==> config.mk <==
export PLATFORM = sky130hd
export DESIGN_NAME = packet_to_mii_tx
export DESIGN_NICKNAME = d
export VERILOG_FILES = /design/src/rtl/packet_to_mii_tx_pkg.sv /design/src/rtl/crc32_d8.sv /design/src/rtl/packet_to_mii_tx.sv
export SDC_FILE = /design/constraint.sdc
export NUM_CORES = 1
export LEC_CHECK = 0
export BUFFER_PORTS_ARGS = -buffer_cell sky130_fd_sc_hd__buf_4
export CAP_MARGIN = 20
export CORE_ASPECT_RATIO = 1.5
export CORE_MARGIN = 5
export CORE_UTILIZATION = 60
export DETAILED_ROUTE_END_ITERATION = 7
export GPL_ROUTABILITY_DRIVEN = 0
export MAX_ROUTING_LAYER = met4
export PLACE_DENSITY = 0.91
export RECOVER_POWER = 25
export SYNTH_ARGS = -nofsm -noshare
export SYNTH_HDL_FRONTEND = slang
export SYNTH_SLANG_ARGS = --single-unit
==> constraint.sdc <==
create_clock -name iclk -period 3.45 [get_ports iclk]
set_input_delay 0.1725 -clock iclk [delete_from_list [all_inputs] [get_ports iclk]]
set_output_delay 0.1725 -clock iclk [all_outputs]
set_load 0.01 [all_outputs]
==> src/rtl/packet_to_mii_tx_pkg.sv <==
// Shared definitions for the packet-to-MII transmitter.
// Contents: transmit FSM state encoding, preamble/SFD byte values,
// CRC-32 polynomial and seed, and a bit-reversal helper used to derive
// the LSB-first (reflected) form of the polynomial.
package packet_to_mii_tx_pkg;

  typedef enum logic [2:0] {
    ST_IDLE,
    ST_PREAMBLE,
    ST_SFD,
    ST_DATA,
    ST_PAD,
    ST_FCS,
    ST_IFG
  } tx_state_t;

  localparam logic [7:0]  PREAMBLE_BYTE = 8'h55;
  localparam logic [7:0]  SFD_BYTE      = 8'hD5;
  localparam logic [31:0] CRC_POLY      = 32'h04C11DB7;
  localparam logic [31:0] CRC_INIT      = 32'hFFFF_FFFF;
  localparam int          PREAMBLE_LEN  = 7;
  localparam int          FCS_LEN       = 4;

  function automatic logic [31:0] reflect32(input logic [31:0] v);
    logic [31:0] r;
    for (int i = 0; i < 32; i++) r[i] = v[31-i];
    return r;
  endfunction

endpackage

==> src/rtl/crc32_d8.sv <==
// Byte-wide CRC-32 (Ethernet FCS) accumulator, LSB-first bit order.
// Ports:
//   clk   - rising-edge clock
//   rst_n - asynchronous active-low reset, loads the seed
//   init  - reload the seed (has priority over en)
//   en    - fold data into the running CRC this cycle
//   data  - byte to fold in
//   crc   - running (non-inverted) CRC register
module crc32_d8
  import packet_to_mii_tx_pkg::*;
(
  input  logic        clk,
  input  logic        rst_n,
  input  logic        init,
  input  logic        en,
  input  logic [7:0]  data,
  output logic [31:0] crc
);

  localparam logic [31:0] POLY_R = reflect32(CRC_POLY);

  function automatic logic [31:0] next_crc(input logic [31:0] c, input logic [7:0] d);
    logic [31:0] r;
    r = c ^ {24'h0, d};
    for (int i = 0; i < 8; i++) r = r[0] ? ((r >> 1) ^ POLY_R) : (r >> 1);
    return r;
  endfunction

  always_ff @(posedge clk or negedge rst_n) begin
    if (!rst_n)    crc <= CRC_INIT;
    else if (init) crc <= CRC_INIT;
    else if (en)   crc <= next_crc(crc, data);
  end

endmodule

==> src/rtl/packet_to_mii_tx.sv <==
// Reads packets from a packet memory and transmits them as MII-style frames:
// 7x preamble, SFD, payload, zero pad up to the minimum frame, 4-byte FCS,
// then an inter-frame gap.
// Ports:
//   iclk, i_rst_n      - clock, asynchronous active-low reset
//   ipkt_valid/len     - head-of-queue packet present / its length
//   opkt_pop           - one-cycle pulse consuming the head length entry
//   ord_en, ird_data   - memory read strobe / data (1-cycle read latency)
//   otx_en/otx_d/otx_er- transmit bus (otx_er tied low)
//   odrop              - pulse when a packet with illegal length is discarded
//   obusy              - high whenever the FSM is not idle
module packet_to_mii_tx
  import packet_to_mii_tx_pkg::*;
#(
  parameter int pDATA_WIDTH        = 8,
  parameter int pMAX_PACKET_LENGHT = 1536,
  parameter int pMIN_FRAME         = 60,
  parameter int pIFG               = 12,
  parameter int pLEN_WIDTH         = $clog2(pMAX_PACKET_LENGHT)
)(
  input  logic                   iclk,
  input  logic                   i_rst_n,
  input  logic                   ipkt_valid,
  input  logic [pLEN_WIDTH-1:0]  ipkt_len,
  output logic                   opkt_pop,
  output logic                   ord_en,
  input  logic [pDATA_WIDTH-1:0] ird_data,
  output logic                   otx_en,
  output logic [pDATA_WIDTH-1:0] otx_d,
  output logic                   otx_er,
  output logic                   odrop,
  output logic                   obusy
);

  localparam logic [pLEN_WIDTH-1:0] MAX_LEN  = pLEN_WIDTH'(pMAX_PACKET_LENGHT);
  localparam logic [pLEN_WIDTH-1:0] MIN_LEN  = pLEN_WIDTH'(pMIN_FRAME);
  localparam logic [pLEN_WIDTH-1:0] PRE_LAST = pLEN_WIDTH'(PREAMBLE_LEN - 1);
  localparam logic [pLEN_WIDTH-1:0] FCS_LAST = pLEN_WIDTH'(FCS_LEN - 1);
  // Outputs lag the state by one register stage, so the IDLE and PREAMBLE
  // cycles of the next frame already contribute one bus cycle of gap; the
  // IFG state itself therefore lasts pIFG-1 cycles.
  localparam logic [pLEN_WIDTH-1:0] IFG_LAST = pLEN_WIDTH'(pIFG - 2);

  tx_state_t             state;
  logic [pLEN_WIDTH-1:0] cnt;
  logic [pLEN_WIDTH-1:0] len_q;
  logic                  data_last;
  logic [31:0]           crc;
  logic [31:0]           fcs;
  logic [7:0]            fcs_byte;
  logic                  crc_init;
  logic                  crc_en;
  logic [7:0]            crc_d;

  assign data_last = (cnt == len_q - 1'b1);

  // Read one byte ahead of the bus: the SFD cycle fetches byte 0, and the
  // final DATA cycle issues no read, giving exactly len strobes.
  assign ord_en = (state == ST_SFD) || ((state == ST_DATA) && !data_last);
  assign obusy  = (state != ST_IDLE);
  assign otx_er = 1'b0;

  assign crc_init = (state == ST_IDLE);
  assign crc_en   = (state == ST_DATA) || (state == ST_PAD);
  assign crc_d    = (state == ST_DATA) ? ird_data[7:0] : 8'h00;

  crc32_d8 u_crc (
    .clk   (iclk),
    .rst_n (i_rst_n),
    .init  (crc_init),
    .en    (crc_en),
    .data  (crc_d),
    .crc   (crc)
  );

  always_comb begin
    fcs      = ~crc;
    fcs_byte = fcs[7:0];
    case (cnt[1:0])
      2'd0:    fcs_byte = fcs[7:0];
      2'd1:    fcs_byte = fcs[15:8];
      2'd2:    fcs_byte = fcs[23:16];
      default: fcs_byte = fcs[31:24];
    endcase
  end

  always_ff @(posedge iclk or negedge i_rst_n) begin
    if (!i_rst_n) begin
      state    <= ST_IDLE;
      cnt      <= '0;
      len_q    <= '0;
      otx_en   <= 1'b0;
      otx_d    <= '0;
      opkt_pop <= 1'b0;
      odrop    <= 1'b0;
    end else begin
      opkt_pop <= 1'b0;
      odrop    <= 1'b0;
      case (state)
        ST_IDLE: begin
          otx_en <= 1'b0;
          otx_d  <= '0;
          cnt    <= '0;
          // The memory sees our pop one cycle late, so ipkt_valid is stale
          // while opkt_pop is high; ignore it for that cycle.
          if (ipkt_valid && !opkt_pop) begin
            opkt_pop <= 1'b1;
            len_q    <= ipkt_len;
            if ((ipkt_len == '0) || (ipkt_len > MAX_LEN)) odrop <= 1'b1;
            else                                          state <= ST_PREAMBLE;
          end
        end
        ST_PREAMBLE: begin
          otx_en <= 1'b1;
          otx_d  <= pDATA_WIDTH'(PREAMBLE_BYTE);
          if (cnt == PRE_LAST) begin
            state <= ST_SFD;
            cnt   <= '0;
          end else begin
            cnt <= cnt + 1'b1;
          end
        end
        ST_SFD: begin
          otx_en <= 1'b1;
          otx_d  <= pDATA_WIDTH'(SFD_BYTE);
          state  <= ST_DATA;
          cnt    <= '0;
        end
        ST_DATA: begin
          otx_en <= 1'b1;
          otx_d  <= ird_data;
          if (data_last) begin
            if (len_q < MIN_LEN) begin
              // Keep counting through PAD so it ends at the minimum frame size.
              state <= ST_PAD;
              cnt   <= cnt + 1'b1;
            end else begin
              state <= ST_FCS;
              cnt   <= '0;
            end
          end else begin
            cnt <= cnt + 1'b1;
          end
        end
        ST_PAD: begin
          otx_en <= 1'b1;
          otx_d  <= '0;
          if (cnt == MIN_LEN - 1'b1) begin
            state <= ST_FCS;
            cnt   <= '0;
          end else begin
            cnt <= cnt + 1'b1;
          end
        end
        ST_FCS: begin
          otx_en <= 1'b1;
          otx_d  <= pDATA_WIDTH'(fcs_byte);
          if (cnt == FCS_LAST) begin
            state <= ST_IFG;
            cnt   <= '0;
          end else begin
            cnt <= cnt + 1'b1;
          end
        end
        ST_IFG: begin
          otx_en <= 1'b0;
          otx_d  <= '0;
          if (cnt == IFG_LAST) begin
            state <= ST_IDLE;
            cnt   <= '0;
          end else begin
            cnt <= cnt + 1'b1;
          end
        end
        default: begin
          state  <= ST_IDLE;
          otx_en <= 1'b0;
          otx_d  <= '0;
          cnt    <= '0;
        end
      endcase
    end
  end

endmodule

==> results.md <==
* Net Sw Frac at between 30% and 40%
* Area after DPL at between 4000 and 5000 um2
* Initial antenna violation count at 0
* FMAX at 309 MHz
* CP peak stage delay at roughly 500 ps
* Placed insts at approximately 600
* Setup violators final at 0
* Xor/xnor share of the synthesized area at between 20% and 30%
* Starting Density at between 60% and 70%
* WP data arrival at approximately 3100 ps
* DPL Wire Length at roughly 8700 um
* Core region area at approximately 7300 um2
* Hold wc startpoint: ipkt_len[2]
* Tightest Pin Transition at ~1700 ps
* Fraction of final layout cells sized beyond drive strength 1 at between 20% and 30%
* Setup crit end kind: primary output
* Post-synth top cells: 62 x xnor2_1, 48 x nand2_1, 36 x dfrtp_1, 36 x xor2_1, 32 x dfstp_2
* CP max stage cell: or4_4
* IO Pins at 36
* Setup Total Neg Slack at 0 ps
* Syn Inst Count at roughly 480
* Max_cap viols at 1
* Layout Cells excl Fill at 621
* Combinational Power Share at 55.9%
* Port bufs at 34
* Die Y at around 120 um
* Compound-cell area share of the yosys netlist at roughly 16%
* CTS sink count at 68
* RSZ-0062 raised after global routing: no
* Syn Nets at 511
* Reg area at about 1700 um2
* Syn_area_per_cell at 9.35 um2
* Total Wirelength at between 10000 and 15000 um
* Synth top area share at 19.9%
* First-pass GRT wire length at between 20000 and 25000 um
* Syn-to-layout area delta at 13.0%
* WP data required at around 3300 ps
* CP startpoint: len_q[3]$_DFFE_PN0P_
* Crit path time final at around 3200 ps
* Setup Skew at around 16 ps
* Static Leakage at around 2.1 nW
* Root Buffer: clkbuf_8
* Grt met1 use at 29.5%
* Outcome: finished with violations
* Maximum VDD drop at 0.441 mV
* Num CTS Buffers at 9
* CTS tree: yes
* Register share of total power at roughly 29%
* GRT met3 Usage at 6.40%
* Starting DRT DRC Count at 429
* Tcrit/Tclk final at between 90% and 100%
* Via count at between 3000 and 4000
* Mux cell area share after synthesis at less than 1%
* CP Class: reg -> out
* Antenna Nets Post-Route at 0
* Asr flop ratio synth at between 90% and 100%
* Slew Limit Fails at 69
* Worst r2r src: cnt[0]$_DFF_PN0_
* CP max FO at 7
* GRT Total Usage at between 20 and 30%
* Die area at roughly 9400 um2
* Layout Utilization at 70.3%
* Startpoint type of the worst setup path: flip-flop
* N_diodes at 0
* Vias per std cell at ~6.3
* Yosys synthesis warning count at 0
* Ranking of synthesized cells by area: dfrtp_1 20%, dfstp_2 19%, xnor2_1 12%
* Cell taking the most area after synthesis: dfrtp_1
* Num rows at 38
* Adder-cell area share of the yosys netlist at around 1.4%
* Post-Synth Simple-Gate Area at 17.7%
* Number of synthesized register bits at 68
* WL/cell at 20.0 um
* Seq/Total Area, Yosys at approximately two fifths
* Clock Latency Late Sink at around 370 ps
* Crit path cell chain: or3_4 -> or4_4 -> a2111oi_4 -> o211ai_2 -> nor4_2 -> a21oi_1 -> buf_4
* Pwr Density at between 1000 and 1500 nW/um2
* Largest net degree at the start of global routing at a little under 70
* Pre-CTS worst setup slack at around 530 ps
* Worst-path clk slew at approximately 70 ps
* Psw at roughly 2 mW
* HP Class: in -> reg
* Clock power frac at ~15%
* Power Total at slightly above 5 mW
* DR DRC count at 0
* GRT Residual Overflow at 0
* R2R Setup Slk at around 660 ps
* Post-Syn Area at 4520 um2
* Failing checks: max-capacitance violations, max-slew violations
* Setup Buffers After CTS at 0
* P_int at ~3.1 mW
* Cell variety after synth at 59
* Met2 Usage GRT at approximately 49%
* Multi-input gate area at about 2600 um2
* Main synth FF type: dfrtp_1
* Most common cell in the netlist: xnor2_1
* Max-slew headroom at -11.4%
* Largest family of logic cells by synthesized area: XOR/XNOR gates
* Final worst slack at between 200 and 250 ps
* Vias in the first global route at 4078
* Post-synth EDFFs at 0
* Final instance area at between 5000 and 6000 um2
* Die X at ~81 um
* Worst hold slack at between 10 and 15 ps
* Global route hottest layer: met2
* Count of final hold-check violations at 0
* Filler Cell Count at approximately 530
* Clock tree buffer depth at 2
* First-pass detailed-route iteration total at 5
* H-tree Lvls at 3
* Fin nets at about 540
cell usage in the layout, fill, tap and decap left out, drive strengths merged, types with 3 or more instances in the layout:
cell type and instances:
a21oi 31, a31oi 5, a32oi 4, and3 3
and3b 3, buf 42, clkbuf 19, dfrtp 36
dfstp 32, ha 5, inv 19, nand2 48
nand2b 5, nand3 11, nand3b 3, nand4b 8
nor2 28, nor2b 5, nor3 24, nor4 5
o21ai 25, o221ai 5, o22ai 5, o311ai 5
o32a 6, xnor2 62, xnor3 4, xor2 37
metal layers:
layer  wire length (um)  vias to the layer above  share of wire [%]
li1                   -                     1749                  -
met1               4230                     1882                 34
met2               6440                      210                 52
met3                830                       74                6.7
met4                898                        0                7.2
met5                  0                        -                  0
cells by family after synthesis:
| group | count (synthesis) |
|---|---|
| XOR/XNOR | 103 |
| flip-flops | 68 |
| other | 1 |
| AO/OA/AOI/OAI | 103 |
| buffers and inverters | 49 |
| adder cells (fa/ha/maj) | 5 |
| AND/OR/NAND/NOR | 153 |
| multiplexers | 2 |
power groups by stage:
stage               Clock (mW)  Combinational, mW  Sequential, mW
detailed placement           0               2.79            1.50
global placement             0               2.63            1.49
global route             0.806               3.08            1.53
finish                   0.760               2.87            1.50
CTS                      0.768               2.85            1.50
floorplan                    0               2.23            1.43
state kept, by name (all words and copies together) (netlist names):
name,count
u_crc.crc,32
cnt,11
len_q,11
otx_d,8
state,3
odrop,1
opkt_pop,1
otx_en,1
area by class of cell:
cell class,instances,area share (%)
clock inverters,3,1.35
clock buffers,13,3.11
well taps,100,2.45
repair buffers,50,7.02
inverters,20,1.47
multi-input cells,367,50.5
flip-flops and latches,68,34.1
final timing paths:
path / endpoint / cells past startpoint
worst max-delay path: ord_en / 7
worst min-delay path: len_q[2]$_DFFE_PN0P_ / 3
worst max register to register: cnt[4]$_DFF_PN0_ / 9
worst min register to register: u_crc.crc[31]$_DFFE_PN1P_ / 2
max in group asynchronous: len_q[3]$_DFFE_PN0P_ / 2
min in group asynchronous: otx_d[5]$_DFF_PN0_ / 2
critical path, delay by kind of cell (launching register included):
family	cells	cell delay, ps
AND/OR/NAND/NOR	3	1370
AO/OA/AOI/OAI	3	700
flip-flops	1	460
buffers and inverters	1	180
timing repair:
| item | CTS | global route |
|---|---|---|
| hold endpoints to repair | 37 | 0 |
| setup endpoints to repair | 0 | 1 |
| gates resized for setup | 0 | 1 |
| hold buffers | 2 | 0 |
No activity file was read; power rests on OpenSTA's default activity.
